## src/rtl/cpu_exec_mc.sv

```systemverilog
// Multi-cycle execute stage: single-cycle ALU/branch path plus an iterative MUL/DIV
// engine, with a valid/ready handshake on input and a registered output slot.
package pck_control;
   typedef enum logic [3:0] {
      ALU_ADD, ALU_SUB, ALU_SLL, ALU_SLT, ALU_SLTU, ALU_XOR,
      ALU_SRL, ALU_SRA, ALU_OR, ALU_AND, ALU_PASSB
   } alu_op_e;
   typedef enum logic [1:0] {OPA_RS1, OPA_PC, OPA_ZERO} opa_e;
   typedef enum logic [1:0] {OPB_RS2, OPB_IMM, OPB_FOUR} opb_e;
   typedef enum logic [3:0] {
      BR_NONE, BR_EQ, BR_NE, BR_LT, BR_GE, BR_LTU, BR_GEU, BR_JAL, BR_JALR
   } br_e;
   // Signedness of MUL/DIV operands comes from the separate opa/opb_signed inputs.
   typedef enum logic [2:0] {MD_NONE, MD_MUL, MD_MULH, MD_DIV, MD_REM} md_op_e;
   typedef enum logic {WB_ALU, WB_MD} wb_e;
endpackage

module cpu_exec_mc
   import pck_control::*;
#(
   parameter int p_xlen       = 32,
   parameter int p_ext_rvm    = 1,
   parameter int p_md_bits    = 1,
   parameter int p_branch_buf = 0
) (
   input  logic              i_clk,
   input  logic              i_rst,
   input  logic              i_flush,
   input  logic              i_valid,
   output logic              o_ready,
   input  logic [p_xlen-1:0] i_rs1,
   input  logic [p_xlen-1:0] i_rs2,
   input  logic [p_xlen-1:0] i_imm,
   input  logic [p_xlen-1:0] i_pc,
   input  alu_op_e           i_sel_alu_op,
   input  opa_e              i_sel_opa,
   input  opb_e              i_sel_opb,
   input  br_e               i_sel_br,
   input  md_op_e            i_sel_md_op,
   input  wb_e               i_sel_wb,
   input  logic              i_opa_signed,
   input  logic              i_opb_signed,
   output logic              o_valid,
   input  logic              i_ready,
   output logic [p_xlen-1:0] o_result,
   output logic              o_branch_taken,
   output logic [p_xlen-1:0] o_branch_target
);
   localparam int lp_sh = $clog2(p_xlen);
   localparam int lp_mw = p_xlen + p_md_bits;
   localparam int lp_cw = $clog2(p_xlen + 2);
   localparam logic [lp_cw-1:0] lp_mul_cnt = lp_cw'(p_xlen / p_md_bits);
   localparam logic [lp_cw-1:0] lp_div_cnt = lp_cw'(p_xlen + 1);

   typedef enum logic [1:0] {S_IDLE, S_BUSY, S_BRW} state_e;
   state_e r_state, w_state_next;

   logic w_slot_free, w_accept, w_is_md, w_use_engine, w_is_cond;
   logic w_load, w_load_taken, w_latch_md, w_latch_br, w_eng_step;
   logic [p_xlen-1:0] w_load_res, w_load_target;

   assign w_slot_free  = !o_valid || i_ready;
   assign o_ready      = (r_state == S_IDLE) && w_slot_free && !i_rst;
   assign w_accept     = i_valid && o_ready && !i_flush;
   assign w_is_md      = (i_sel_md_op != MD_NONE);
   assign w_use_engine = w_is_md && (p_ext_rvm != 0);
   assign w_is_cond    = i_sel_br inside {BR_EQ, BR_NE, BR_LT, BR_GE, BR_LTU, BR_GEU};

   // ---------------- single-cycle ALU and branch unit ----------------
   logic [p_xlen-1:0] w_opa, w_opb, w_alu, w_single_res, w_target_in;
   logic [lp_sh-1:0]  w_shamt;
   logic              w_cond, w_taken_in;

   always_comb begin
      w_opa = i_rs1;
      case (i_sel_opa)
         OPA_PC:   w_opa = i_pc;
         OPA_ZERO: w_opa = '0;
         default:  w_opa = i_rs1;
      endcase
      w_opb = i_rs2;
      case (i_sel_opb)
         OPB_IMM:  w_opb = i_imm;
         OPB_FOUR: w_opb = p_xlen'(4);
         default:  w_opb = i_rs2;
      endcase
      w_shamt = w_opb[lp_sh-1:0];
      case (i_sel_alu_op)
         ALU_SUB:   w_alu = w_opa - w_opb;
         ALU_SLL:   w_alu = w_opa << w_shamt;
         ALU_SLT:   w_alu = p_xlen'($signed(w_opa) < $signed(w_opb));
         ALU_SLTU:  w_alu = p_xlen'(w_opa < w_opb);
         ALU_XOR:   w_alu = w_opa ^ w_opb;
         ALU_SRL:   w_alu = w_opa >> w_shamt;
         ALU_SRA:   w_alu = $signed(w_opa) >>> w_shamt;
         ALU_OR:    w_alu = w_opa | w_opb;
         ALU_AND:   w_alu = w_opa & w_opb;
         ALU_PASSB: w_alu = w_opb;
         default:   w_alu = w_opa + w_opb;
      endcase
      case (i_sel_br)
         BR_EQ:   w_cond = (i_rs1 == i_rs2);
         BR_NE:   w_cond = (i_rs1 != i_rs2);
         BR_LT:   w_cond = ($signed(i_rs1) < $signed(i_rs2));
         BR_GE:   w_cond = ($signed(i_rs1) >= $signed(i_rs2));
         BR_LTU:  w_cond = (i_rs1 < i_rs2);
         BR_GEU:  w_cond = (i_rs1 >= i_rs2);
         default: w_cond = 1'b0;
      endcase
      w_taken_in  = w_cond || (i_sel_br == BR_JAL) || (i_sel_br == BR_JALR);
      w_target_in = (i_sel_br == BR_JALR) ? ((i_rs1 + i_imm) & ~p_xlen'(1)) : (i_pc + i_imm);
      // Without the engine an md op retires immediately with a zero result.
      w_single_res = (w_is_md || i_sel_wb == WB_MD) ? '0 : w_alu;
   end

   // ---------------- iterative MUL/DIV engine ----------------
   md_op_e            r_md_op;
   logic [p_xlen-1:0] r_hi, r_lo, r_opnd, r_dividend;
   logic              r_neg, r_a_neg, r_div_zero;
   logic [lp_cw-1:0]  r_cnt;

   logic [p_xlen-1:0]   w_a_mag, w_b_mag, w_hi_next, w_lo_next, w_md_res;
   logic                w_a_neg, w_b_neg, w_md_is_div, w_last, w_ge;
   logic [lp_mw-1:0]    w_mul_sum;
   logic [2*p_xlen-1:0] w_prod, w_prod_fix;
   logic [p_xlen:0]     w_rem_sh, w_diff;

   assign w_a_neg     = i_opa_signed && i_rs1[p_xlen-1];
   assign w_b_neg     = i_opb_signed && i_rs2[p_xlen-1];
   assign w_a_mag     = w_a_neg ? -i_rs1 : i_rs1;
   assign w_b_mag     = w_b_neg ? -i_rs2 : i_rs2;
   assign w_md_is_div = (r_md_op == MD_DIV) || (r_md_op == MD_REM);
   assign w_last      = (r_cnt == lp_cw'(1));

   // Multiply: shift-add on magnitudes, p_md_bits multiplier bits per step.
   assign w_mul_sum  = {{p_md_bits{1'b0}}, r_hi} + lp_mw'(r_opnd) * lp_mw'(r_lo[p_md_bits-1:0]);
   assign w_prod     = {w_mul_sum, r_lo[p_xlen-1:p_md_bits]};
   assign w_prod_fix = r_neg ? -w_prod : w_prod;
   // Divide: restoring, one quotient bit per step; quotient shifts into r_lo.
   assign w_rem_sh   = {r_hi, r_lo[p_xlen-1]};
   assign w_diff     = w_rem_sh - {1'b0, r_opnd};
   assign w_ge       = !w_diff[p_xlen];

   always_comb begin
      if (w_md_is_div) begin
         w_hi_next = w_ge ? w_diff[p_xlen-1:0] : w_rem_sh[p_xlen-1:0];
         w_lo_next = {r_lo[p_xlen-2:0], w_ge};
      end else begin
         w_hi_next = w_prod[2*p_xlen-1:p_xlen];
         w_lo_next = w_prod[p_xlen-1:0];
      end
      case (r_md_op)
         MD_MUL:  w_md_res = w_prod_fix[p_xlen-1:0];
         MD_MULH: w_md_res = w_prod_fix[2*p_xlen-1:p_xlen];
         MD_DIV:  w_md_res = r_div_zero ? '1 : (r_neg ? -r_lo : r_lo);
         MD_REM:  w_md_res = r_div_zero ? r_dividend : (r_a_neg ? -r_hi : r_hi);
         default: w_md_res = '0;
      endcase
   end

   // ---------------- control FSM ----------------
   logic              r_br_taken;
   logic [p_xlen-1:0] r_br_res, r_br_target;

   always_ff @(posedge i_clk) begin
      if (i_rst) r_state <= S_IDLE;
      else       r_state <= w_state_next;
   end

   always_comb begin
      w_state_next  = r_state;
      w_load        = 1'b0;
      w_load_res    = w_single_res;
      w_load_taken  = w_taken_in;
      w_load_target = w_target_in;
      w_latch_md    = 1'b0;
      w_latch_br    = 1'b0;
      w_eng_step    = 1'b0;
      case (r_state)
         S_IDLE: begin
            if (w_accept) begin
               if (w_use_engine) begin
                  w_latch_md   = 1'b1;
                  w_state_next = S_BUSY;
               end else if (p_branch_buf != 0 && w_is_cond) begin
                  w_latch_br   = 1'b1;
                  w_state_next = S_BRW;
               end else begin
                  w_load = 1'b1;
               end
            end
         end
         S_BRW: begin
            w_load_res    = r_br_res;
            w_load_taken  = r_br_taken;
            w_load_target = r_br_target;
            if (w_slot_free) begin
               w_load       = 1'b1;
               w_state_next = S_IDLE;
            end
         end
         S_BUSY: begin
            w_load_res    = w_md_res;
            w_load_taken  = 1'b0;
            w_load_target = '0;
            // The final step is held until the slot can take the result.
            if (!w_last) begin
               w_eng_step = 1'b1;
            end else if (w_slot_free) begin
               w_load       = 1'b1;
               w_state_next = S_IDLE;
            end
         end
         default: w_state_next = S_IDLE;
      endcase
      if (i_flush) begin
         w_state_next = S_IDLE;
         w_load       = 1'b0;
         w_latch_md   = 1'b0;
         w_latch_br   = 1'b0;
         w_eng_step   = 1'b0;
      end
   end

   always_ff @(posedge i_clk) begin
      if (i_rst) begin
         r_md_op    <= MD_NONE;
         r_hi       <= '0;
         r_lo       <= '0;
         r_opnd     <= '0;
         r_dividend <= '0;
         r_neg      <= 1'b0;
         r_a_neg    <= 1'b0;
         r_div_zero <= 1'b0;
         r_cnt      <= '0;
      end else if (w_latch_md) begin
         r_md_op    <= i_sel_md_op;
         r_hi       <= '0;
         r_dividend <= i_rs1;
         r_neg      <= w_a_neg ^ w_b_neg;
         r_a_neg    <= w_a_neg;
         r_div_zero <= (i_rs2 == '0);
         if (i_sel_md_op == MD_DIV || i_sel_md_op == MD_REM) begin
            r_lo   <= w_a_mag;
            r_opnd <= w_b_mag;
            r_cnt  <= lp_div_cnt;
         end else begin
            r_lo   <= w_b_mag;
            r_opnd <= w_a_mag;
            r_cnt  <= lp_mul_cnt;
         end
      end else if (w_eng_step) begin
         r_hi  <= w_hi_next;
         r_lo  <= w_lo_next;
         r_cnt <= r_cnt - lp_cw'(1);
      end
   end

   always_ff @(posedge i_clk) begin
      if (i_rst) begin
         r_br_taken  <= 1'b0;
         r_br_res    <= '0;
         r_br_target <= '0;
      end else if (w_latch_br) begin
         r_br_taken  <= w_taken_in;
         r_br_res    <= w_single_res;
         r_br_target <= w_target_in;
      end
   end

   // ---------------- output slot ----------------
   always_ff @(posedge i_clk) begin
      if (i_rst) begin
         o_valid         <= 1'b0;
         o_result        <= '0;
         o_branch_taken  <= 1'b0;
         o_branch_target <= '0;
      end else if (i_flush) begin
         o_valid <= 1'b0;
      end else if (w_load) begin
         o_valid         <= 1'b1;
         o_result        <= w_load_res;
         o_branch_taken  <= w_load_taken;
         o_branch_target <= w_load_target;
      end else if (i_ready) begin
         o_valid <= 1'b0;
      end
   end
endmodule

```

## config.mk

```make
export PLATFORM = sky130hd
export DESIGN_NAME = cpu_exec_mc
export DESIGN_NICKNAME = d
export VERILOG_FILES = /design/src/rtl/cpu_exec_mc.sv
export SDC_FILE = /design/constraint.sdc
export NUM_CORES = 2
export LEC_CHECK = 0
export ABC_AREA = 1
export BUFFER_PORTS_ARGS = -buffer_cell sky130_fd_sc_hd__buf_2
export CAP_MARGIN = 40
export CELL_PAD_IN_SITES_DETAIL_PLACEMENT = 0
export CELL_PAD_IN_SITES_GLOBAL_PLACEMENT = 2
export CORE_AREA = 4 4 326 328
export DETAILED_ROUTE_END_ITERATION = 6
export DIE_AREA = 0 0 330 332
export GPL_TIMING_DRIVEN = 0
export HOLD_SLACK_MARGIN = 0.1
export PLACE_DENSITY_LB_ADDON = 0.12
export SLEW_MARGIN = 20
export SYNTH_ARGS = -nofsm -noshare
export SYNTH_HDL_FRONTEND = slang
export SYNTH_SLANG_ARGS = --single-unit
```

## constraint.sdc

```tcl
create_clock -name i_clk -period 10.1 [get_ports i_clk]
set_input_delay 1.01 -clock i_clk [delete_from_list [all_inputs] [get_ports i_clk]]
set_output_delay 1.01 -clock i_clk [all_outputs]
set_load 0.01 [all_outputs]
```

Word-level counts from Yosys, hierarchy flattened
Cells that the tools add are included.

Register bits after elaboration: 208. Input bits: 151. Output and inout bits: 67. Logic and storage cells: 150.

Add/subtract/negate cells: 12. $mul: 1. $lt $le $gt $ge: 6. Eq/ne operators: 36. Shift-type cells: 3. Mux-type cells: 47. Bitwise gates (word level): 5. Reductions and logical operators: 26.

Operators by type and width (count): $mux W32 (16); $pmux W32 S10 (1); $pmux W32 S2 (3); $lt A32 B32 Y1 (4); $neg A32 Y32 (4); $pmux W32 S4 (1); $add A32 B32 Y32 (3); $ge A32 B32 Y1 (2); $mux W64 (1); $neg A64 Y64 (1); $add A32 B33 Y33 (1); $mul A32 B1 Y33 (1); $sub A33 B32 Y33 (1); $and A32 B32 Y32 (1); $eq A32 B32 Y1 (1); $eq A4 B3 Y1 const B (8); $logic_not A32 Y1 (1); $ne A32 B32 Y1 (1); $or A32 B32 Y32 (1); $shl A32 B5 Y32 (1); $shr A32 B5 Y32 (1); $sshr A32 B5 Y32 (1); $sub A32 B32 Y32 (1); $xor A32 B32 Y32 (1); 28 further kinds (79).

Depth between registers and ports, before layout
Word-level depth: 10. Depth in mapped cells: 29. Gate-level depth less buffers: 28.

Worst setup path before layout
Ideal clock, no wire load.

Path kind: input -> register. Start point: in i_sel_opb[0]. End point: reg o_result[19]. Setup time: 0.117 ns. Data arrival time: 4.400 ns. Data required time: 9.983 ns. Setup slack: 5.583 ns. Stages: 26. Buffers on the path: 3. Cell sequence: inv_1 -> ha_1 -> nor2_4 -> buf_2 -> nand2_1 -> nand2_1 -> clkinv_1 -> clkbuf_1 -> ha_1 -> buf_2 -> nor2_1 -> inv_1 -> o21ai_0 -> nor2_1 -> o21ai_0 -> a21oi_1 -> inv_1 -> nand2_1 -> nand2_1 -> nand2_1 -> nand3_1 -> nand3_1 -> nand3_1 -> nand2_1 -> a21oi_1 -> nor2_1.

Word-level cells in the longest chain between the ends: 6. Elaborated cells between the ends (all ways): 14. Classes of those cells: 2 x add/sub; 2 x eq/ne; 3 x shift; 4 x mux; 3 x bitwise.

RTL lines: from (decl) (line 37) `input opb_e i_sel_opb,`; $eq A2 B2 Y1 or $eq A2 B1 Y1 (tied branches) (line 82) `case (i_sel_opb)`; $pmux W32 S2 (*) (line 82); $add A32 B32 Y32 (tied with other cells) (line 99) `default: w_alu = w_opa + w_opb;`; $pmux W32 S10 (*) (line 88) `case (i_sel_alu_op)`; $mux W32 (*) (line 113) `w_single_res = (w_is_md || i_sel_wb == WB_MD) ? '0 : w_alu;`; $pmux W32 S2 (*) (line 179) `case (r_state)`; to (signal assigned) (line 282) `o_result <= w_load_res;`; to (decl) (line 45) `output logic [p_xlen-1:0] o_result,`.

Mark *: on every way between the ends. The rest lies on a longest branch, timed or not. A chain may end at the register's enable or synchronous reset.

Final worst setup path
Start point: in i_sel_opb[0]. End point: reg o_result[15].

The elaborated chain is that of the path after synthesis.

==> results.txt <==
The flow ran to the end, but the final reports show violations. The final reports fail on DRC. The growth of design area from synthesis to finish is 12.73%. The number of global-route vias before repair is between 40000 and 50000. The cell row count is 118. The first-iteration detailed-routing DRC count is between 5000 and 6000. The sequential cell area fraction in the yosys report came out at 12.22%. The placer's final routability congestion estimate came out at around 1.0.

The final number of hold-violating endpoints is 0. The core outline area came out at between 100000 and 150000 sq um. For this run, the total global-route usage over all layers was measured as 41.41%. The clock tree from TritonCTS is built.

The routed wire length came out at between 200 and 250 mm. After layout, the worst path uses between 60% and 70% of the clock period. The hold buffer count at cts is 0. The layout filler cell count came out at about 12000. The most used flip-flop cell after synthesis is dfxtp_1.

The detailed-placement wirelength estimate is 198.6 mm. The max-capacitance violation count came out at 0. Sorting the synthesized cells by area gives the leading types as nand2_1 17%, dfxtp_1 12%, ha_1 9.7%. In this run, synthesis produced a sequential element count of about 210.

The count of final max-slew check failures came to 0. The data required time of the worst path came out at about 11 ns. The critical path's slowest cell is a22oi_2. The number of nets in the synthesized netlist is about 6600.

Counting along the longest clock path gives a buffer depth of 3. For this run, design rule violations remaining after detail routing come to 4. The top cell types in the final layout, fill and taps aside, are 1558 x nand2_1, 830 x inv_1, 565 x nor2_1. The pin count of the biggest net entering global routing came out at 16.

The die span in x is 330 um. Among the stages of the critical path, the cell type that occurs most often is a21oi_1. The average footprint of a synthesized cell came out at around 5.5 sq um. The aggregate negative setup slack is 0 ns.

Headroom to the max-slew limit came out at between 15 and 20%. The endpoint arrival time on the critical path came out at 7.12 ns. The number of cells upsized or downsized after cts is 0. The critical path in this run is classified as in2reg. Leaving out fill and tap cells, the most frequent cell in the layout is nand2_1. The post-route minimum period came out at 6.613 ns.

The number of input and output port buffers inserted came out at 216. Traced cell by cell, the critical path runs through buf_2, inv_1, ha_1, buf_2, a22oi_2, buf_2, buf_1, ha_1, nor2_1, inv_1, o21ai_0, nor2_1, o21ai_0, a21oi_1, inv_1, nand2_1, nand2_1, o21ai_0, a21oi_1, nor2_1, a21oi_1, a21oi_1. Setup violations remaining at the end of the flow were counted as 0.

On the final layout, the worst clock skew is 0.01523 ns. The most crowded layer after global routing is met2. For this run, global-route usage on met2 was measured as roughly 67%.

The area of the die is 109600 sq um. The detailed-route via count came out at 46194. The detailed-route vias per instance is ~6. The maximum level of the CTS H-tree came out at 1. The post-synthesis cell count came out at 6139. The transition time at the pin with the least slew margin came out at roughly 1.3 ns.

Summing internal, switching and leakage power gives ~4.4 mW. The kind of start point of the critical path is an input port. The post-route antenna net violation count is 0. The internal power summed over all cells is approximately 2.1 mW. The total number of clock tree sinks came out at 207. The remaining global-route overflow came out at 0. The post-CTS setup buffer count came out at 0.

The initial antenna violation count came out at 22. Summing every instance area after synthesis gives 33920 sq um. The total CTS buffers is 29. The die is 332 um tall. The total leakage power came out at ~19 nW.

The number of synthesis warnings came out at 0. The areal power density over the cells is ~110 nW/um^2. The tree is rooted in a clkbuf_16. At the later pin of the worst-skew pair, clock insertion delay measures between 0.6 and 0.7 ns. Setup repair after global routing left no endpoint under its margin. The first-pass GRT wire length is ~330 mm. nand2_1 takes more of the synthesized area than any other cell. At the end of the flow, the number of nets in the layout was about 7000. The peak clock frequency supported by timing came out at 151.2 MHz. The combinational share of power came out at between 50% and 60%. The largest voltage drop on the vdd net came out at approximately 0.14 mV. STA classifies the critical path endpoint as a flip-flop.

The count of pins on the block boundary came out at ~220. Global routing consumed, on the met1 layer, approximately half of the routing resources. The post-route netlist has between 6 and 7% of its cells at a drive strength greater than 1. Before antenna repair, the detailed router went through 7 iterations. The number of distinct library cells after synthesis is 65. Summed over all nets, the switching power comes to roughly 2.3 mW. The routed wirelength normalized by instance count is 30.07 um. The worst hold path belongs to the class reg2reg.

The initial utilization of the core area, before any placement, comes to 32.87%. For this run, global-route usage on met3 was measured as 6.798%. The clock network is responsible for 25.4% of the overall power. The number of enable flip-flop cells after synthesis is 0. Clock-pin slew was measured on the worst setup and hold paths at 0.06 ns. The biggest cell delay along the critical path is roughly 0.77 ns. The top-area cell type share of the netlist area is between 10% and 20%.

The share of total power consumed by net switching came out at between 50% and 60%. The largest fanout on the critical path came out at 11. Of all flip-flops after synthesis, the portion carrying an async set or reset was 0%. The sequential share of power is 20.9%.
[per-stage QoR]
stage / worst slack [ns] / std cells / hold WS (ns) / utilization [%] / cell area, sq um
floorplan: 5.583 / 6139 / 0.4435 / - / 33920
finish: 3.487 / 7851 / 0.4590 / 37.05 / 38240
global route: 3.338 / 7841 / 0.4761 / 37.03 / 38220
detailed placement: 3.068 / 7778 / 0.4521 / 36.00 / 37150
CTS: 3.732 / 7830 / 0.4590 / 36.96 / 38140
global placement: 2.901 / 7735 / 0.4497 / 35.59 / 36730
[layer usage]
| metal | share of wire, % | wire length, um |
|---|---|---|
| met2 | 45 | 105200 |
| met3 | 7.5 | 17810 |
| met4 | 10 | 24110 |
| met5 | 0.015 | 36 |
| met1 | 38 | 88980 |
[path summary, 6_finish.rpt]
kind | from | to | slack [ns] | cells past startpoint
worst min register to register | o_branch_target[22] | o_branch_target[22] | 0.46 | 2
worst max-delay path | i_sel_opb[0] | o_result[15] | 3.49 | 22
worst min-delay path | o_branch_target[22] | o_branch_target[22] | 0.46 | 2
worst max register to register | r_lo[0] | o_result[23] | 5.27 | 22
[power by group through the flow]
stage	Sequential [mW]	Combinational, mW	Clock, mW
2_1_floorplan	0.894	1.31	0
3_3_place_gp	0.928	2.24	0
3_5_place_dp	0.928	2.24	0
4_1_cts	0.910	2.25	1.12
5_1_grt	0.912	2.48	1.15
6_report	0.915	2.35	1.11
[layout make-up]
cell class | instances | area (sq um) | share of cell area (%)
multi-input combinational | 4831 | 25590 | 66.91
sequential | 207 | 4144 | 10.84
inverter | 852 | 3198 | 8.363
tap | 1380 | 1727 | 4.515
timing repair buffer | 266 | 1529 | 3.998
buffer | 249 | 1027 | 2.686
clock buffer | 36 | 802.0 | 2.097
clock inverter | 16 | 190.2 | 0.4973
antenna | 14 | 35.03 | 0.09161
[sequential cells by signal (all words and copies together) (netlist names), 3 cells and up]
| name | flops |
|---|---|
| o_result | 32 |
| r_cnt | 6 |
| r_lo | 32 |
| r_dividend | 32 |
| r_md_op | 3 |
| o_branch_target | 32 |
| r_hi | 32 |
| r_opnd | 32 |
[cell usage after synthesis (63+ instances only)]
cell type,count
inv_1,830
xor2_1,93
nor3_1,92
a21oi_1,545
ha_1,264
o211ai_1,110
nand2_1,1558
nand4_1,80
o21ai_1,63
a22oi_1,67
nand3_1,433
dfxtp_1,207
nor2_1,565
o21ai_0,550
clkbuf_1,176
[cells by family after synthesis]
| group | share of synthesized area [%] |
|---|---|
| fa+ha+maj | 10.09 |
| buf+inv | 12.45 |
| flops | 12.22 |
| compound gates | 27.13 |
| mux | 0.1475 |
| simple gates | 35.02 |
| xor+xnor | 2.943 |
[critical path: cells and delay by family]
kind            cells  cell delay [ns]
simple gates        5             0.60
fa+ha+maj           2             0.91
compound gates      8             2.83
buf+inv             7             1.74
Note: power is estimated with default switching activity, not from simulation.
